### src/rtl/parity_block_collector_if.sv
// Handshake bundle between the parity block collector and its neighbours.
// The master modport is the collector side: it takes accumulator beats and
// produces assembled parity blocks. The slave modport is the environment.
// With PARITY_BLK_CHK_EN defined the bundle also carries the registered
// block XOR check bit blk_chk.
interface parity_block_collector_if #(
    parameter int unsigned LM   = 16,
    parameter int unsigned Z    = 256,
    parameter int unsigned NBLK = 4
);
    localparam int unsigned IdxW = (NBLK > 1) ? $clog2(NBLK) : 1;

    logic            frame_start;
    logic            in_valid;
    logic            in_ready;
    logic [LM-1:0]   par_in;
    logic            out_valid;
    logic            out_ready;
    logic [Z-1:0]    blk_out;
    logic [IdxW-1:0] blk_idx;
    logic            out_last;
`ifdef PARITY_BLK_CHK_EN
    logic            blk_chk;

    modport master (
        input  frame_start, in_valid, par_in, out_ready,
        output in_ready, out_valid, blk_out, blk_idx, out_last, blk_chk
    );

    modport slave (
        output frame_start, in_valid, par_in, out_ready,
        input  in_ready, out_valid, blk_out, blk_idx, out_last, blk_chk
    );
`else
    modport master (
        input  frame_start, in_valid, par_in, out_ready,
        output in_ready, out_valid, blk_out, blk_idx, out_last
    );

    modport slave (
        output frame_start, in_valid, par_in, out_ready,
        input  in_ready, out_valid, blk_out, blk_idx, out_last
    );
`endif

endinterface

### src/rtl/parity_block_collector.sv
// Parity block collector: packs Z/LM beats of LM accumulator bits into one
// Z-bit circulant block (beat-major, beat k lands in bits [k*LM +: LM]),
// then holds it on a valid/ready handshake. Blocks are counted per codeword
// and the block with index NBLK-1 is flagged with out_last.
// frame_start restarts the codeword and drops any partial or held block.
// Optional feature, macro PARITY_BLK_CHK_EN: adds blk_chk, the XOR of all
// bits of blk_out, accumulated beat by beat and registered with out_valid.
// Z must be a multiple of LM.
module parity_block_collector #(
    parameter int unsigned LM   = 16,
    parameter int unsigned Z    = 256,
    parameter int unsigned NBLK = 4
) (
    input logic                     clk,
    input logic                     rst,
    parity_block_collector_if.master bus
);

    localparam int unsigned Beats = Z / LM;
    localparam int unsigned BeatW = (Beats > 1) ? $clog2(Beats) : 1;
    localparam int unsigned IdxW  = (NBLK > 1) ? $clog2(NBLK) : 1;

    typedef enum logic [0:0] {
        StFill,
        StHold
    } state_e;

    state_e          state_q, state_d;
    logic [BeatW-1:0] beat_cnt_q, beat_cnt_d;
    logic [IdxW-1:0]  blk_cnt_q, blk_cnt_d;
    logic [Z-1:0]     buf_q, buf_d;
    logic             out_valid_q, out_valid_d;
    logic [IdxW-1:0]  blk_idx_q, blk_idx_d;
    logic             out_last_q, out_last_d;

    logic accept;
    logic last_beat;

    // Ready is purely state based so upstream never sees a loop through in_valid.
    assign bus.in_ready = (state_q == StFill) && !bus.frame_start && !rst;
    assign accept       = bus.in_valid && bus.in_ready;
    assign last_beat    = (beat_cnt_q == BeatW'(Beats - 1));

    assign bus.out_valid = out_valid_q;
    assign bus.blk_out   = buf_q;
    assign bus.blk_idx   = blk_idx_q;
    assign bus.out_last  = out_last_q;

    // Write the accepted beat into its lane group; other bits keep their value.
    always_comb begin
        buf_d = buf_q;
        for (int b = 0; b < int'(Beats); b++) begin
            if (accept && (beat_cnt_q == BeatW'(b))) begin
                buf_d[b*LM +: LM] = bus.par_in;
            end
        end
    end

    // Next-state logic for the FILL/HOLD controller and the block counters.
    always_comb begin
        state_d     = state_q;
        beat_cnt_d  = beat_cnt_q;
        blk_cnt_d   = blk_cnt_q;
        out_valid_d = out_valid_q;
        blk_idx_d   = blk_idx_q;
        out_last_d  = out_last_q;

        unique case (state_q)
            StFill: begin
                if (accept) begin
                    if (last_beat) begin
                        beat_cnt_d  = '0;
                        state_d     = StHold;
                        out_valid_d = 1'b1;
                        blk_idx_d   = blk_cnt_q;
                        out_last_d  = (blk_cnt_q == IdxW'(NBLK - 1));
                    end else begin
                        beat_cnt_d = beat_cnt_q + 1'b1;
                    end
                end
            end
            StHold: begin
                if (out_valid_q && bus.out_ready) begin
                    state_d     = StFill;
                    out_valid_d = 1'b0;
                    beat_cnt_d  = '0;
                    blk_cnt_d   = (blk_cnt_q == IdxW'(NBLK - 1)) ? '0 : blk_cnt_q + 1'b1;
                end
            end
            default: begin
                state_d = StFill;
            end
        endcase

        // Codeword restart overrides everything, including a same-cycle handshake.
        if (bus.frame_start) begin
            state_d     = StFill;
            beat_cnt_d  = '0;
            blk_cnt_d   = '0;
            out_valid_d = 1'b0;
            blk_idx_d   = '0;
            out_last_d  = 1'b0;
        end
    end

    // State and datapath registers.
    always_ff @(posedge clk or posedge rst) begin
        if (rst) begin
            state_q     <= StFill;
            beat_cnt_q  <= '0;
            blk_cnt_q   <= '0;
            buf_q       <= '0;
            out_valid_q <= 1'b0;
            blk_idx_q   <= '0;
            out_last_q  <= 1'b0;
        end else begin
            state_q     <= state_d;
            beat_cnt_q  <= beat_cnt_d;
            blk_cnt_q   <= blk_cnt_d;
            buf_q       <= buf_d;
            out_valid_q <= out_valid_d;
            blk_idx_q   <= blk_idx_d;
            out_last_q  <= out_last_d;
        end
    end

`ifdef PARITY_BLK_CHK_EN
    logic chk_acc_q, chk_acc_d;
    logic blk_chk_q, blk_chk_d;

    assign bus.blk_chk = blk_chk_q;

    // Running XOR of the beats of the block in progress; published on the last beat.
    always_comb begin
        chk_acc_d = chk_acc_q;
        blk_chk_d = blk_chk_q;
        if (accept) begin
            if (last_beat) begin
                blk_chk_d = chk_acc_q ^ (^bus.par_in);
                chk_acc_d = 1'b0;
            end else begin
                chk_acc_d = chk_acc_q ^ (^bus.par_in);
            end
        end
        if (bus.frame_start) begin
            chk_acc_d = 1'b0;
            blk_chk_d = 1'b0;
        end
    end

    // Check-bit registers.
    always_ff @(posedge clk or posedge rst) begin
        if (rst) begin
            chk_acc_q <= 1'b0;
            blk_chk_q <= 1'b0;
        end else begin
            chk_acc_q <= chk_acc_d;
            blk_chk_q <= blk_chk_d;
        end
    end
`endif

endmodule

### src/flat_wrapper.sv
// flat-port wrapper written by rule: the top's interface ports become plain ports
module parity_block_collector_flat 
#(
    parameter int unsigned LM   = 16,
    parameter int unsigned Z    = 256,
    parameter int unsigned NBLK = 4
)
  (clk, rst, bus_frame_start, bus_in_valid, bus_par_in, bus_out_ready, bus_in_ready, bus_out_valid, bus_blk_out, bus_blk_idx, bus_out_last);
  parity_block_collector_if #(.LM(LM), .Z(Z), .NBLK(NBLK)) bus_i ();
  input logic clk;
  input logic rst;
  input wire logic [$bits(bus_i.frame_start)-1:0] bus_frame_start;
  input wire logic [$bits(bus_i.in_valid)-1:0] bus_in_valid;
  input wire logic [$bits(bus_i.par_in)-1:0] bus_par_in;
  input wire logic [$bits(bus_i.out_ready)-1:0] bus_out_ready;
  output wire logic [$bits(bus_i.in_ready)-1:0] bus_in_ready;
  output wire logic [$bits(bus_i.out_valid)-1:0] bus_out_valid;
  output wire logic [$bits(bus_i.blk_out)-1:0] bus_blk_out;
  output wire logic [$bits(bus_i.blk_idx)-1:0] bus_blk_idx;
  output wire logic [$bits(bus_i.out_last)-1:0] bus_out_last;
  assign bus_i.frame_start = bus_frame_start;
  assign bus_i.in_valid = bus_in_valid;
  assign bus_i.par_in = bus_par_in;
  assign bus_i.out_ready = bus_out_ready;
  assign bus_in_ready = bus_i.in_ready;
  assign bus_out_valid = bus_i.out_valid;
  assign bus_blk_out = bus_i.blk_out;
  assign bus_blk_idx = bus_i.blk_idx;
  assign bus_out_last = bus_i.out_last;
  parity_block_collector #(.LM(LM), .Z(Z), .NBLK(NBLK)) u_core (.clk(clk), .rst(rst), .bus(bus_i));
endmodule
### config.mk
export PLATFORM = sky130hd
export DESIGN_NAME = parity_block_collector_flat
export DESIGN_NICKNAME = d
export VERILOG_FILES = /design/src/rtl/parity_block_collector_if.sv /design/src/rtl/parity_block_collector.sv /design/src/flat_wrapper.sv
export SDC_FILE = /design/constraint.sdc
export NUM_CORES = 1
export LEC_CHECK = 0
export CAP_MARGIN = 20
export CORE_MARGIN = 2
export CORE_UTILIZATION = 25
export DETAILED_ROUTE_END_ITERATION = 7
export SYNTH_ARGS = -nofsm -noshare
export SYNTH_HDL_FRONTEND = slang
export SYNTH_SLANG_ARGS = --single-unit
export TNS_END_PERCENT = 5
### constraint.sdc
create_clock -name clk -period 10.5 [get_ports clk]
set_input_delay 2.1 -clock clk [delete_from_list [all_inputs] [get_ports clk]]
set_output_delay 2.1 -clock clk [all_outputs]
set_load 0.02 [all_outputs]
==> metrics.yaml, run 1 <==
outcome:
  outcome: "completed"
drt:
  via_count: 6266
  avgViaCountPerCell: 4.280
  antenna_viol_nets_final: 0
  wire_per_inst_microns: 20.09
  drt_pass1_iterations: 4
  first_iter_violations: 198
  route.final.wire_length_microns: 29420
  post_route_drc: 0
yosys:
  yosysWarningCount: 0
  synthesis.area_sq_mm: 0.01056
  synth.avg_cell_area_sq_um: 16.79
  synthesis.nets: 655
  synth.distinct_cells: 35
  post_synth_inst_count: 629
  synth-seq-cells: 267
  seq_area_frac_synth: 0.6326
place:
  gpl.final_weighted_congestion: 0.7029
  postPlaceCellArea_sq_mm: 0.01383
  place.port_buffers: 281
  detailed_place_hpwl_microns: 20090
  place.detailed.instances: 1413
min_path:
  hold_start: "u_core.bus.blk_out[75]"
  hold_path_class: "flip-flop to flip-flop"
  holdPathEnd: "u_core.bus.blk_out[75]"
  hold_depth: 1
global_routing:
  overflow: 0
  antenna_violations_before_repair: 1
  grt_start_max_net_pins: 88
  grt_pass1_wl_microns: 44660
  first_global_vias: 6787
  grt_use_total: 0.1341
cts:
  clk_path_buf_depth: 3
  clock-root-buffer: "sky130_fd_sc_hd__clkbuf_16"
  cts.sinks: 267
  post_cts_buffers: 0
  cts_buffers: 29
  cts_tree: "done"
  cts_resized: 0
  cts_hold_repair.buffers: 0
  clk_latency_ns: 0.55
  htreeDepth: 1
  path_clk_slew_ns: 0.06
floorplan:
  chip_height_microns: 209.5
  fp.dieArea_sq_mm: 0.04390
  io_pins: 282
  start_util: 0.2523
  dieWidth_microns: 209.5
  placeable_core_region_sq_mm: 0.04185
  fp-row-count: 75
timing:
  period_minus_slack_ns: 5.730
  timing.clock.skew_ns: 0.02278
  final_max_slew_viol_count: 0
  fin_tns_setup_ns: 0
  layout_worst_path_cycle_share: 0.5458
  timing_hold_violations_final: 0
  fmax_mhz: 174.5
  tightest_slew_ns: 0.8954
  remaining_max_slew_budget_at_the_tightest_pin: 0.4012
  rsz0062_at_grt: "false"
  setup_viol_count_final: 0
finish:
  drive_above_1_share: 0.3557
  postLayoutCellArea_sq_mm: 0.01477
  multi_input_area_sq_mm: 0.003590
  final.fill_count: 4003
  final_cell_mix: "sky130_fd_sc_hd__clkdlybuf4s50_1 (281), sky130_fd_sc_hd__dfrtp_1 (267), sky130_fd_sc_hd__mux2_2 (220), sky130_fd_sc_hd__mux2_4 (40), sky130_fd_sc_hd__clkbuf_16 (29)"
  finish.cell_count_without_fillers: 1464
  fin_nets: 931
  ff_latch_area_sq_mm: 0.006681
  syn_to_final_growth_pct: 39.81
  antennaDiodeCount: 0
  most_common_cell_after_layout_fill_and_taps_aside: "sky130_fd_sc_hd__clkdlybuf4s50_1"
worst_setup_path:
  crit_family: "buffers and inverters"
  critical-path-top-cell-by-count: "sky130_fd_sc_hd__clkdlybuf4s50_1"
  r2r-end: "u_core.bus.blk_out[196]"
  timing.critical_path.slowest_stage_cell: "sky130_fd_sc_hd__clkdlybuf4s50_1"
  timing.reg2reg.setup_slack_ns: 8.06
  crit_fanout: 10
  critPathBufInv: 2
  cp-end-kind: "output pin"
  slowest_delay_ns: 0.63
  cp_cell_sequence: "clkdlybuf4s50_1 > nor3_1 > clkdlybuf4s50_1"
  crit_type: "input pin to output pin"
  number_of_cells_on_the_worst_reg_to_reg_path: 4
  regToRegStartpoint: "u_core.state_q"
  timing.critical_path.required_ns: 8.40
  crit_path_start_kind: "input pin"
  cp_data_arrival_time_ns: 3.63
job:
  timing.max_cap.violations: 0
pwr:
  powerDensity_mw_per_mm2: 181.7
  design_power_total_mw: 2.683
  worst_ir_drop_vdd_mv: 0.1271
  p_leak_nw: 6.985
[cells by family (layout without fill, tap and decap cells)]
kind of cell | count (synthesis) | in the layout | synth area share
and+or+nand+nor | 42 | 42 | 0.03625
buffers and inverters | 47 | 343 | 0.02831
adders and majority gates | 5 | 5 | 0.005923
DFF | 267 | 267 | 0.6326
muxes | 261 | 261 | 0.2924
AOI/OAI and AO/OA | 7 | 7 | 0.004502
[synth_stat cells]
cell / count / share of area
sky130_fd_sc_hd__buf_2: 7 / 0.0033
sky130_fd_sc_hd__nand4_1: 2 / 0.0012
sky130_fd_sc_hd__nand3_4: 9 / 0.015
sky130_fd_sc_hd__or3b_2: 1 / 0.00083
sky130_fd_sc_hd__a21o_1: 1 / 0.00071
sky130_fd_sc_hd__nor2b_1: 2 / 0.0012
sky130_fd_sc_hd__mux2_2: 220 / 0.23
sky130_fd_sc_hd__a21oi_1: 1 / 0.00047
sky130_fd_sc_hd__nand2_1: 8 / 0.0028
sky130_fd_sc_hd__ha_1: 5 / 0.0059
sky130_fd_sc_hd__nand4_2: 3 / 0.0036
sky130_fd_sc_hd__buf_1: 2 / 0.00071
sky130_fd_sc_hd__inv_1: 6 / 0.0021
sky130_fd_sc_hd__or4_1: 1 / 0.00071
sky130_fd_sc_hd__buf_12: 1 / 0.0019
sky130_fd_sc_hd__nor2_1: 2 / 0.00071
sky130_fd_sc_hd__nand4b_1: 1 / 0.00083
sky130_fd_sc_hd__nor4_1: 1 / 0.00059
sky130_fd_sc_hd__nand3_2: 3 / 0.0028
sky130_fd_sc_hd__o31ai_1: 1 / 0.00071
sky130_fd_sc_hd__mux2_4: 40 / 0.057
sky130_fd_sc_hd__a31oi_1: 1 / 0.00059
sky130_fd_sc_hd__nor3_1: 1 / 0.00047
sky130_fd_sc_hd__nand3_1: 3 / 0.0014
sky130_fd_sc_hd__mux2i_1: 1 / 0.00095
sky130_fd_sc_hd__and3_1: 1 / 0.00059
sky130_fd_sc_hd__buf_4: 4 / 0.0028
sky130_fd_sc_hd__buf_6: 11 / 0.012
sky130_fd_sc_hd__o21ai_0: 1 / 0.00047
sky130_fd_sc_hd__and2b_1: 3 / 0.0021
sky130_fd_sc_hd__o211ai_1: 1 / 0.00071
sky130_fd_sc_hd__o2111ai_1: 1 / 0.00083
sky130_fd_sc_hd__clkbuf_1: 16 / 0.0057
sky130_fd_sc_hd__nor4b_2: 1 / 0.0014
sky130_fd_sc_hd__dfrtp_1: 267 / 0.63
[sequential cells by signal (all words and copies together), names as in the netlist]
register and cells:
u_core.bus.blk_out 256, u_core.beat_cnt_q 4, u_core.blk_cnt_q 2, u_core.bus.blk_idx 2, u_core.bus.out_last 1, u_core.bus.out_valid 1, u_core.state_q 1
[report_power, final]
part / internal, mW / switching [mW] / leakage (nW) / total, mW
Sequential: 1.12 / 0.0530 / 3.63 / 1.18
Combinational: 0.255 / 0.243 / 2.90 / 0.499
Clock: 0.595 / 0.413 / 0.459 / 1.01
[per-layer routing]
metal	routed length (microns)	GRT usage	part of all wire	vias up
met5	0	0	0	-
met3	2075	0.04369	0.071	37
met2	13590	0.2187	0.46	191
li1	-	-	-	2773
met4	571	0.02715	0.019	0
met1	13180	0.1750	0.45	3265
[worst max path at each step]
stage / start / endpoint / slack (ns) / cells after the start
floorplan: rst / u_core.beat_cnt_q[0] / 1.05 / 1
global placement: bus_frame_start / bus_in_ready / 4.74 / 3
detailed placement: bus_frame_start / bus_in_ready / 4.75 / 3
CTS: bus_frame_start / bus_in_ready / 4.73 / 3
global route: bus_frame_start / bus_in_ready / 4.69 / 3
finish: bus_frame_start / bus_in_ready / 4.77 / 3
[area by class of cell]
type                       count  share of cell area
timing repair buffer         286              0.1930
clock buffer                  40             0.05601
inverter                       6            0.002034
clock inverter                11            0.007626
tap                          539             0.04567
sequential                   267              0.4525
multi-input combinational    315              0.2431
[through the flow]
step	setup slack [ns]	hold WS (ns)	utilization
2_1_floorplan	1.046	0.4715	-
3_5_place_dp	4.749	0.4915	0.3303
4_1_cts	4.732	0.5050	0.3528
5_1_grt	4.692	0.5136	0.3528
6_report	4.770	0.5016	0.3528
3_3_place_gp	4.736	0.4874	0.3303
(Power assumes the default switching activity.)
==> run 2: changes to the inputs <==
==> constraint.sdc (replaced) <==
create_clock -name clk -period 5.05 [get_ports clk]
set_input_delay 1.01 -clock clk [delete_from_list [all_inputs] [get_ports clk]]
set_output_delay 1.01 -clock clk [all_outputs]
set_load 0.02 [all_outputs]
==> metrics.yaml, run 2 (synthesized netlist as in run 1, its figures left out) <==
cts:
  cts_hold_repair.buffers: 0
  htreeDepth: 1
  clk_path_buf_depth: 3
  cts.sinks: 267
  cts_tree: "done"
  clk_latency_ns: 0.56
  post_cts_buffers: 0
  cts_resized: 0
  clock-root-buffer: "sky130_fd_sc_hd__clkbuf_16"
  path_clk_slew_ns: 0.06
  cts_buffers: 30
timing:
  timing_hold_violations_final: 0
  period_minus_slack_ns: 3.536
  fin_tns_setup_ns: 0
  rsz0062_at_grt: "false"
  remaining_max_slew_budget_at_the_tightest_pin: 0.3657
  fmax_mhz: 282.8
  timing.clock.skew_ns: 0.01502
  layout_setup_ws_ns: 1.514
  layout_worst_path_cycle_share: 0.7002
  setup_viol_count_final: 0
  final_max_slew_viol_count: 0
  tightest_slew_ns: 0.9485
finish:
  multi_input_area_sq_mm: 0.003590
  drive_above_1_share: 0.3594
  finish.cell_count_without_fillers: 1471
  final.fill_count: 4029
  syn_to_final_growth_pct: 40.99
  ff_latch_area_sq_mm: 0.006681
  most_common_cell_after_layout_fill_and_taps_aside: "sky130_fd_sc_hd__clkdlybuf4s50_1"
  final_cell_mix: "sky130_fd_sc_hd__clkdlybuf4s50_1 (281), sky130_fd_sc_hd__dfrtp_1 (267), sky130_fd_sc_hd__mux2_2 (220), sky130_fd_sc_hd__mux2_4 (40), sky130_fd_sc_hd__clkbuf_16 (31)"
  fin_nets: 935
  antennaDiodeCount: 0
  largest_register_ffs: 256
place:
  gpl.final_weighted_congestion: 0.7187
  place.port_buffers: 281
  place.detailed.instances: 1415
  dpl_worst_slack_ns: 1.376
  detailed_place_hpwl_microns: 20530
global_routing:
  grt_use_total: 0.1348
  first_global_vias: 6649
  grt_pass1_wl_microns: 44930
  antenna_violations_before_repair: 0
  grt_start_max_net_pins: 84
  overflow: 0
floorplan:
  fp.dieArea_sq_mm: 0.04390
  io_pins: 282
  chip_height_microns: 209.5
  fp-row-count: 75
  start_util: 0.2523
  placeable_core_region_sq_mm: 0.04185
  dieWidth_microns: 209.5
worst_setup_path:
  cp_data_arrival_time_ns: 2.53
  cp_cell_sequence: "clkdlybuf4s50_1 > nor3_1 > clkdlybuf4s50_1"
  cp-end-kind: "output pin"
  crit_path_start_kind: "input pin"
  timing.critical_path.required_ns: 4.04
  timing.critical_path.slowest_stage_cell: "sky130_fd_sc_hd__clkdlybuf4s50_1"
  critical-path-top-cell-by-count: "sky130_fd_sc_hd__clkdlybuf4s50_1"
  crit_fanout: 10
  slowest_delay_ns: 0.64
  crit_type: "input pin to output pin"
drt:
  antenna_viol_nets_final: 0
  first_iter_violations: 340
  route.final.wire_length_microns: 30070
  wire_per_inst_microns: 20.44
  post_route_drc: 0
  drt_pass1_iterations: 4
  avgViaCountPerCell: 4.332
  via_count: 6372
pwr:
  design_power_total_mw: 5.692
  p_leak_nw: 7.051
  worst_ir_drop_vdd_mv: 0.2147
  powerDensity_mw_per_mm2: 382.3
min_path:
  hold_path_class: "flip-flop to flip-flop"
job:
  timing.max_cap.violations: 0
outcome:
  outcome: "completed"
==> run 2: cell count changes in the layout (fill, tap and decap cells not counted), sizes merged <==
cell,delta
clkbuf,+7
bufinv,-1
buf,+3
clkinvlp,-2
inv,-1
clkinv,+1
==> run 2: final timing paths <==
path	slack [ns]	cells after the start	endpoint	start
worst max-delay path	1.51	3	bus_in_ready	bus_frame_start
worst min-delay path	0.50	1	u_core.bus.blk_out[114]	u_core.bus.blk_out[114]
worst max register to register	2.58	4	u_core.bus.blk_out[226]	u_core.state_q
worst min register to register	0.50	1	u_core.bus.blk_out[114]	u_core.bus.blk_out[114]
max in group asynchronous	3.01	4	u_core.bus.blk_out[107]	rst
min in group asynchronous	0.86	2	u_core.state_q	rst
==> run 2: through the flow <==
step	cell area [sq um]	hold WS, ns	utilization
4_1_cts	14870	0.5059	0.3553
6_report	14890	0.5029	0.3558
3_5_place_dp	13860	0.4916	0.3312
2_1_floorplan	10570	0.4715	-
5_1_grt	14890	0.5080	0.3558
3_3_place_gp	13860	0.4880	0.3312
==> run 2: where the power goes <==
group / internal (mW) / total (mW) / switching [mW]
Sequential: 2.34 / 2.45 / 0.112
Combinational: 0.536 / 1.04 / 0.505
Clock: 1.32 / 2.20 / 0.889
Total: 4.19 / 5.69 / 1.51
==> run 2: final cells by class <==
class,count,share of cell area
Timing Repair Buffer,289,0.1954
Multi-Input combinational cell,315,0.2411
Clock inverter,8,0.004874
Clock buffer,47,0.06285
Tap cell,539,0.04529
Sequential cell,267,0.4487
Inverter,6,0.001765
==> run 2: worst max-delay path: cells and delay by family <==
kind | cells | cell delay [ns]
AND/OR/NAND/NOR | 1 | 0.27
buffers and inverters | 2 | 1.25
==> run 2: layer usage <==
metal	GRT usage	part of all wire	up-vias
met5	0	0	-
met4	0.02788	0.019	0
met3	0.04474	0.074	37
met2	0.2179	0.46	206
met1	0.1767	0.45	3347
li1	-	-	2782
==> RTL change 1, RTL diff (flow settings as in run 1) <==
`Z` is set to 256 in 3 places; all go to 128.
--- a/src/rtl/parity_block_collector_if.sv
+++ b/src/rtl/parity_block_collector_if.sv
@@ -5,7 +5,7 @@
 // block XOR check bit blk_chk.
 interface parity_block_collector_if #(
     parameter int unsigned LM   = 16,
-    parameter int unsigned Z    = 256,
+    parameter int unsigned Z    = 128,
     parameter int unsigned NBLK = 4
 );
     localparam int unsigned IdxW = (NBLK > 1) ? $clog2(NBLK) : 1;
--- a/src/rtl/parity_block_collector.sv
+++ b/src/rtl/parity_block_collector.sv
@@ -8,7 +8,7 @@
 // Z must be a multiple of LM.
 module parity_block_collector #(
     parameter int unsigned LM   = 16,
-    parameter int unsigned Z    = 256,
+    parameter int unsigned Z    = 128,
     parameter int unsigned NBLK = 4
 ) (
     input logic                     clk,
--- a/src/flat_wrapper.sv
+++ b/src/flat_wrapper.sv
@@ -2,7 +2,7 @@
 module parity_block_collector_flat 
 #(
     parameter int unsigned LM   = 16,
-    parameter int unsigned Z    = 256,
+    parameter int unsigned Z    = 128,
     parameter int unsigned NBLK = 4
 )
   (clk, rst, bus_frame_start, bus_in_valid, bus_par_in, bus_out_ready, bus_in_ready, bus_out_valid, bus_blk_out, bus_blk_idx, bus_out_last);
Ports: changed (resized bus_blk_out); port bits go from 282 to 154. No check against the original RTL was run, so the function may have changed too.
==> RTL change 1 against run 1 <==
Power is 48% lower; sequential cell count down 129; clock power decreased by 44%; wire length is 52% lower; via count is 46% lower; area after synthesis is 49% lower; worst setup slack gained 0.020 ns; cell count fell by 47%; first-iteration DRC count down 39%; count of clock-buffer cells in the layout down 21; final area down 47%; synthesized cell count down 47%; clock skew shrank 0.013 ns.
==> RTL change 1: results (changes against run 1) <==
[metrics] total vias in the final route: 3407 (-46%)
[metrics] Reg2Reg Setup Slack: 7.86 ns (-0.20 ns)
[metrics] Leak Pwr: 0.00358 uW (-49%)
[metrics] peak clock frequency supported by timing: 175 MHz (+0.35%)
[metrics] worst hold slack: 0.502 ns (+0.000841 ns)
[metrics] gate count of the mapped netlist: 331 (-47%)
[metrics] area fraction in compound gates after synthesis: 0.0109 (+0.00643)
[metrics] setup slack after placement: 4.79 ns (+0.0416 ns)
[metrics] worst setup path end: bus_in_ready
[metrics] most area-consuming cells after synthesis: dfrtp_1 (64%), mux2_2 (27%), ha_1 (1.6%)
[metrics] initial DRC count: 120 (-39%)
[metrics] clock input transition at the sequential cells of the worst setup and hold paths: 0.05 ns
[metrics] vias in the first global route: 3685 (-46%)
[metrics] total length of routed met3 wires: 871 um (-58%)
[metrics] gpl congestion: 0.749 (+6.6%)
[metrics] top layer in use: met4
[metrics] layout cell share with drive strength beyond 1: 0.337 (-0.0184)
[metrics] Port-buffer cells: 153 (-46%)
[metrics] met2 wire length: 7170 um (-47%)
[metrics] worst min-delay path class: reg2reg
[metrics] count of cells resized by post-cts repair: 0 (unchanged)
[metrics] cell types with the highest counts after synthesis: dfrtp_1 (138), mux2_2 (128), ha_1 (7)
[metrics] area share of fa/ha/maj cells after synthesis: 0.0163 (+0.0104)
[metrics] peak supply drop: 99.7 uV (-22%)
[metrics] Total GRT Usage: 0.130 (-0.00419)
[metrics] final routed wire length divided by cell count: 18.1 um (-9.7%)
[metrics] maximum number of pins on one net before global-route repair: 71 (-19%)
[metrics] Endpoint, Worst Hold: u_core.bus.blk_out[21]
[metrics] Netlist cell types: 30 (-14%)
[metrics] CTS H-tree lvls: 4 (+3)
[metrics] Crit path arrival time: 3.61 ns (-0.02 ns)
[metrics] final-layout fill cell count: 2027 (-49%)
[metrics] mux cell area share after synthesis: 0.270 (-0.0226)
[metrics] Max Buffers Root-to-Sink: 2 (-1)
[metrics] global-route wire length before repair: 21800 um (-51%)
[metrics] clock buffers created by TritonCTS: 17 (-41%)
[metrics] Clock Latency Late Sink: 0.42 ns (-0.13 ns)
[metrics] number of antenna violations at the first check in global routing: 0 (-1)
[metrics] Worst Hold Depth: 1 (unchanged)
[metrics] effective utilization at floorplan: 0.255 (+0.00273)
[metrics] HPWL after detailed placement: 9600 um (-52%)
[metrics] outcome: finished clean
[metrics] FF/Latch Area: 3450 sq um (-48%)
[metrics] syn nets: 359 (-45%)
[metrics] Placed Cells: 749 (-47%)
[metrics] Via density: 4.36 (+1.8%)
[metrics] Max transition margin: 0.414 (+0.0132)
[metrics] fraction of synthesized cell area in xor and xnor cells: 0.00163 (+0.00163)
[metrics] hold path start: u_core.bus.blk_out[21]
[metrics] clk_skew: 0.00988 ns (-0.0129 ns)
[metrics] number of flip-flops in the largest register: 128 (-50%)
[metrics] critical path peak fanout: 12 (+2)
[metrics] number of nets in the final layout: 522 (-44%)
[metrics] worst reg2reg endpoint: u_core.bus.blk_out[100]
[metrics] post-route met1 wirelength: 6040 um (-54%)
RTL change 1: cell families after synthesis:
kind of cell / count (synthesis)
AO/OA/AOI/OAI: 8
adder cells (fa/ha/maj): 7
multiplexers: 129
AND/OR/NAND/NOR: 29
buffers and inverters: 19
XOR/XNOR: 1
flip-flops: 138
RTL change 1: power by group:
group | internal [uW] | switching [uW] | leakage (uW)
logic | 110 | 109 | 0.00144
clock network | 334 | 236 | 0.000272
registers | 574 | 22.8 | 0.00187
RTL change 1: layer usage:
metal / vias up / GRT usage
li1: 1509 / -
met4: 0 / 0.0336
met5: - / 0
met2: 93 / 0.215
met3: 10 / 0.0524
met1: 1795 / 0.158
RTL change 1: layout make-up:
cell class	count	area share
clock buffers	19	0.0571
clock inverters	13	0.0153
inverters	5	0.00306
multi-input cells	174	0.232
flip-flops and latches	138	0.445
well taps	275	0.0443
repair buffers	158	0.203
==> RTL change 2, RTL diff (config.mk and constraints of run 1) <==
Without the edit above. Take the reset off `buf_q` and load it in a clocked block of its own.
--- a/src/rtl/parity_block_collector.sv
+++ b/src/rtl/parity_block_collector.sv
@@ -109,7 +109,6 @@
             state_q     <= StFill;
             beat_cnt_q  <= '0;
             blk_cnt_q   <= '0;
-            buf_q       <= '0;
             out_valid_q <= 1'b0;
             blk_idx_q   <= '0;
             out_last_q  <= 1'b0;
@@ -117,11 +116,14 @@
             state_q     <= state_d;
             beat_cnt_q  <= beat_cnt_d;
             blk_cnt_q   <= blk_cnt_d;
-            buf_q       <= buf_d;
             out_valid_q <= out_valid_d;
             blk_idx_q   <= blk_idx_d;
             out_last_q  <= out_last_d;
         end
+    end
+
+    always_ff @(posedge clk) begin
+        buf_q <= buf_d;
     end
 
 `ifdef PARITY_BLK_CHK_EN
Check against the original RTL: differs if rst is asserted again (counterexample within 4 cycles, from zero or initial values and one cycle with rst high); with rst held inactive, the same outputs for 10 cycles.
==> RTL change 2 against run 1 <==
Final area fell by 14%; clock skew shrank 0.016 ns; worst setup slack worse by 0.018 ns; non-clock buffer count up 1; synthesized cell count shrank 46%; area after synthesis shrank 20%; wire length decreased by 22%; sequential cell count is the same; count of clock-buffer cells in the layout is 5 lower; critical path type unchanged; largest cell class unchanged.
Power is not compared: it rests on default switching activity, and its combinational part moved more than twofold at a synthesized area within 25%.
==> RTL change 2: results (changes against run 1) <==
[metrics] outcome: finished clean
[metrics] cell types with the highest counts after synthesis: edfxtp_1 (256), nand2_1 (13), nor2_1 (12)
[metrics] Netlist cell types: 27 (-23%)
[metrics] maximum cell stage delay along the critical path: 0.65 ns (+0.02 ns)
[metrics] HPWL after detailed placement: 16200 um (-20%)
[metrics] met3 capacity usage during global routing: 0.0361 (-0.00757)
[metrics] hold path start: u_core.blk_cnt_q[1]
[metrics] Placed Cells: 1071 (-24%)
[metrics] area of placed instances: 11900 sq um (-14%)
[metrics] total length of routed met3 wires: 1850 um (-11%)
[metrics] total vias in the final route: 4412 (-30%)
[metrics] number of flops mapped to enable cells by yosys: 256 (+256)
[metrics] worst reg2reg endpoint: u_core.bus.blk_out[107]
[metrics] maximum number of pins on one net before global-route repair: 17 (-81%)
[metrics] met2 wire length: 12000 um (-12%)
[metrics] Reg2Reg Setup Slack: 7.35 ns (-0.71 ns)
[metrics] setup slack after placement: 4.75 ns (+0.00339 ns)
[metrics] number of nets in the final layout: 680 (-27%)
[metrics] post-route met1 wirelength: 8220 um (-38%)
[metrics] initial DRC count: 322 (+63%)
[metrics] Final WS setup: 4.75 ns (-0.0178 ns)
[metrics] average cell area after synthesis: 24.6 sq um (+47%)
[metrics] most area-consuming cells after synthesis: edfxtp_1 (91%), dfrtp_1 (3.3%), ha_1 (0.74%)
[metrics] Seq/Total Area, Yosys: 0.945 (+0.312)
[metrics] Endpoint, Worst Hold: u_core.bus.blk_idx[1]
[metrics] Global Route met2 Usage: 0.223 (+0.00463)
[metrics] critical path peak fanout: 15 (+5)
[metrics] count of cells resized by post-cts repair: 0 (unchanged)
[metrics] async set-or-reset flop fraction in the synthesized netlist: 0.0412 (-0.959)
[metrics] Via density: 3.94 (-8.0%)
[metrics] global-route wire length before repair: 31300 um (-30%)
[metrics] vias in the first global route: 4338 (-36%)
[metrics] global-route met1 utilization: 0.135 (-0.0399)
[metrics] Max transition margin: 0.262 (-0.139)
[metrics] total power consumption of the routed design: 2090 uW
[metrics] number of antenna violations at the first check in global routing: 0 (-1)
[metrics] Total GRT Usage: 0.124 (-0.0103)
[metrics] syn nets: 368 (-44%)
[metrics] final standard cell utilization of the core: 0.380 (+0.0269)
[metrics] worst hold slack: 0.545 ns (+0.0429 ns)
[metrics] gpl congestion: 0.767 (+9.2%)
[metrics] final-layout fill cell count: 3130 (-22%)
[metrics] layout cell share with drive strength beyond 1: 0.0923 (-0.263)
[metrics] clock buffers created by TritonCTS: 27 (-6.9%)
[metrics] clk_skew: 0.00708 ns (-0.0157 ns)
==> RTL change 2: cell types whose count changed in the layout (fill, tap and decap cells not counted), moves of 4 or more <==
cell	run 1	this run
clkinv_1	0	5
mux2_2	220	1
clkbuf_8	6	0
nand3_4	9	0
nor3_2	0	4
nor2_2	0	11
nand2_1	8	13
edfxtp_1	0	256
dfrtp_1	267	11
mux2_4	40	3
==> RTL change 2: cells by family (layout without fill, tap and decap cells) <==
kind of cell | Yosys count | count (layout) | synth area share
adders and majority gates | 5 | 5 | 0.00743
DFF | 267 | 267 | 0.945
buffers and inverters | 10 | 340 | 0.00535
muxes | 6 | 6 | 0.00906
AOI/OAI and AO/OA | 7 | 7 | 0.00520
and+or+nand+nor | 47 | 47 | 0.0279
==> RTL change 2: cell type report <==
type | count | area share
inverters | 6 | 0.00178
repair buffers | 287 | 0.226
flip-flops and latches | 267 | 0.629
well taps | 448 | 0.0442
clock buffers | 35 | 0.0557
multi-input cells | 65 | 0.0367
clock inverters | 12 | 0.00652
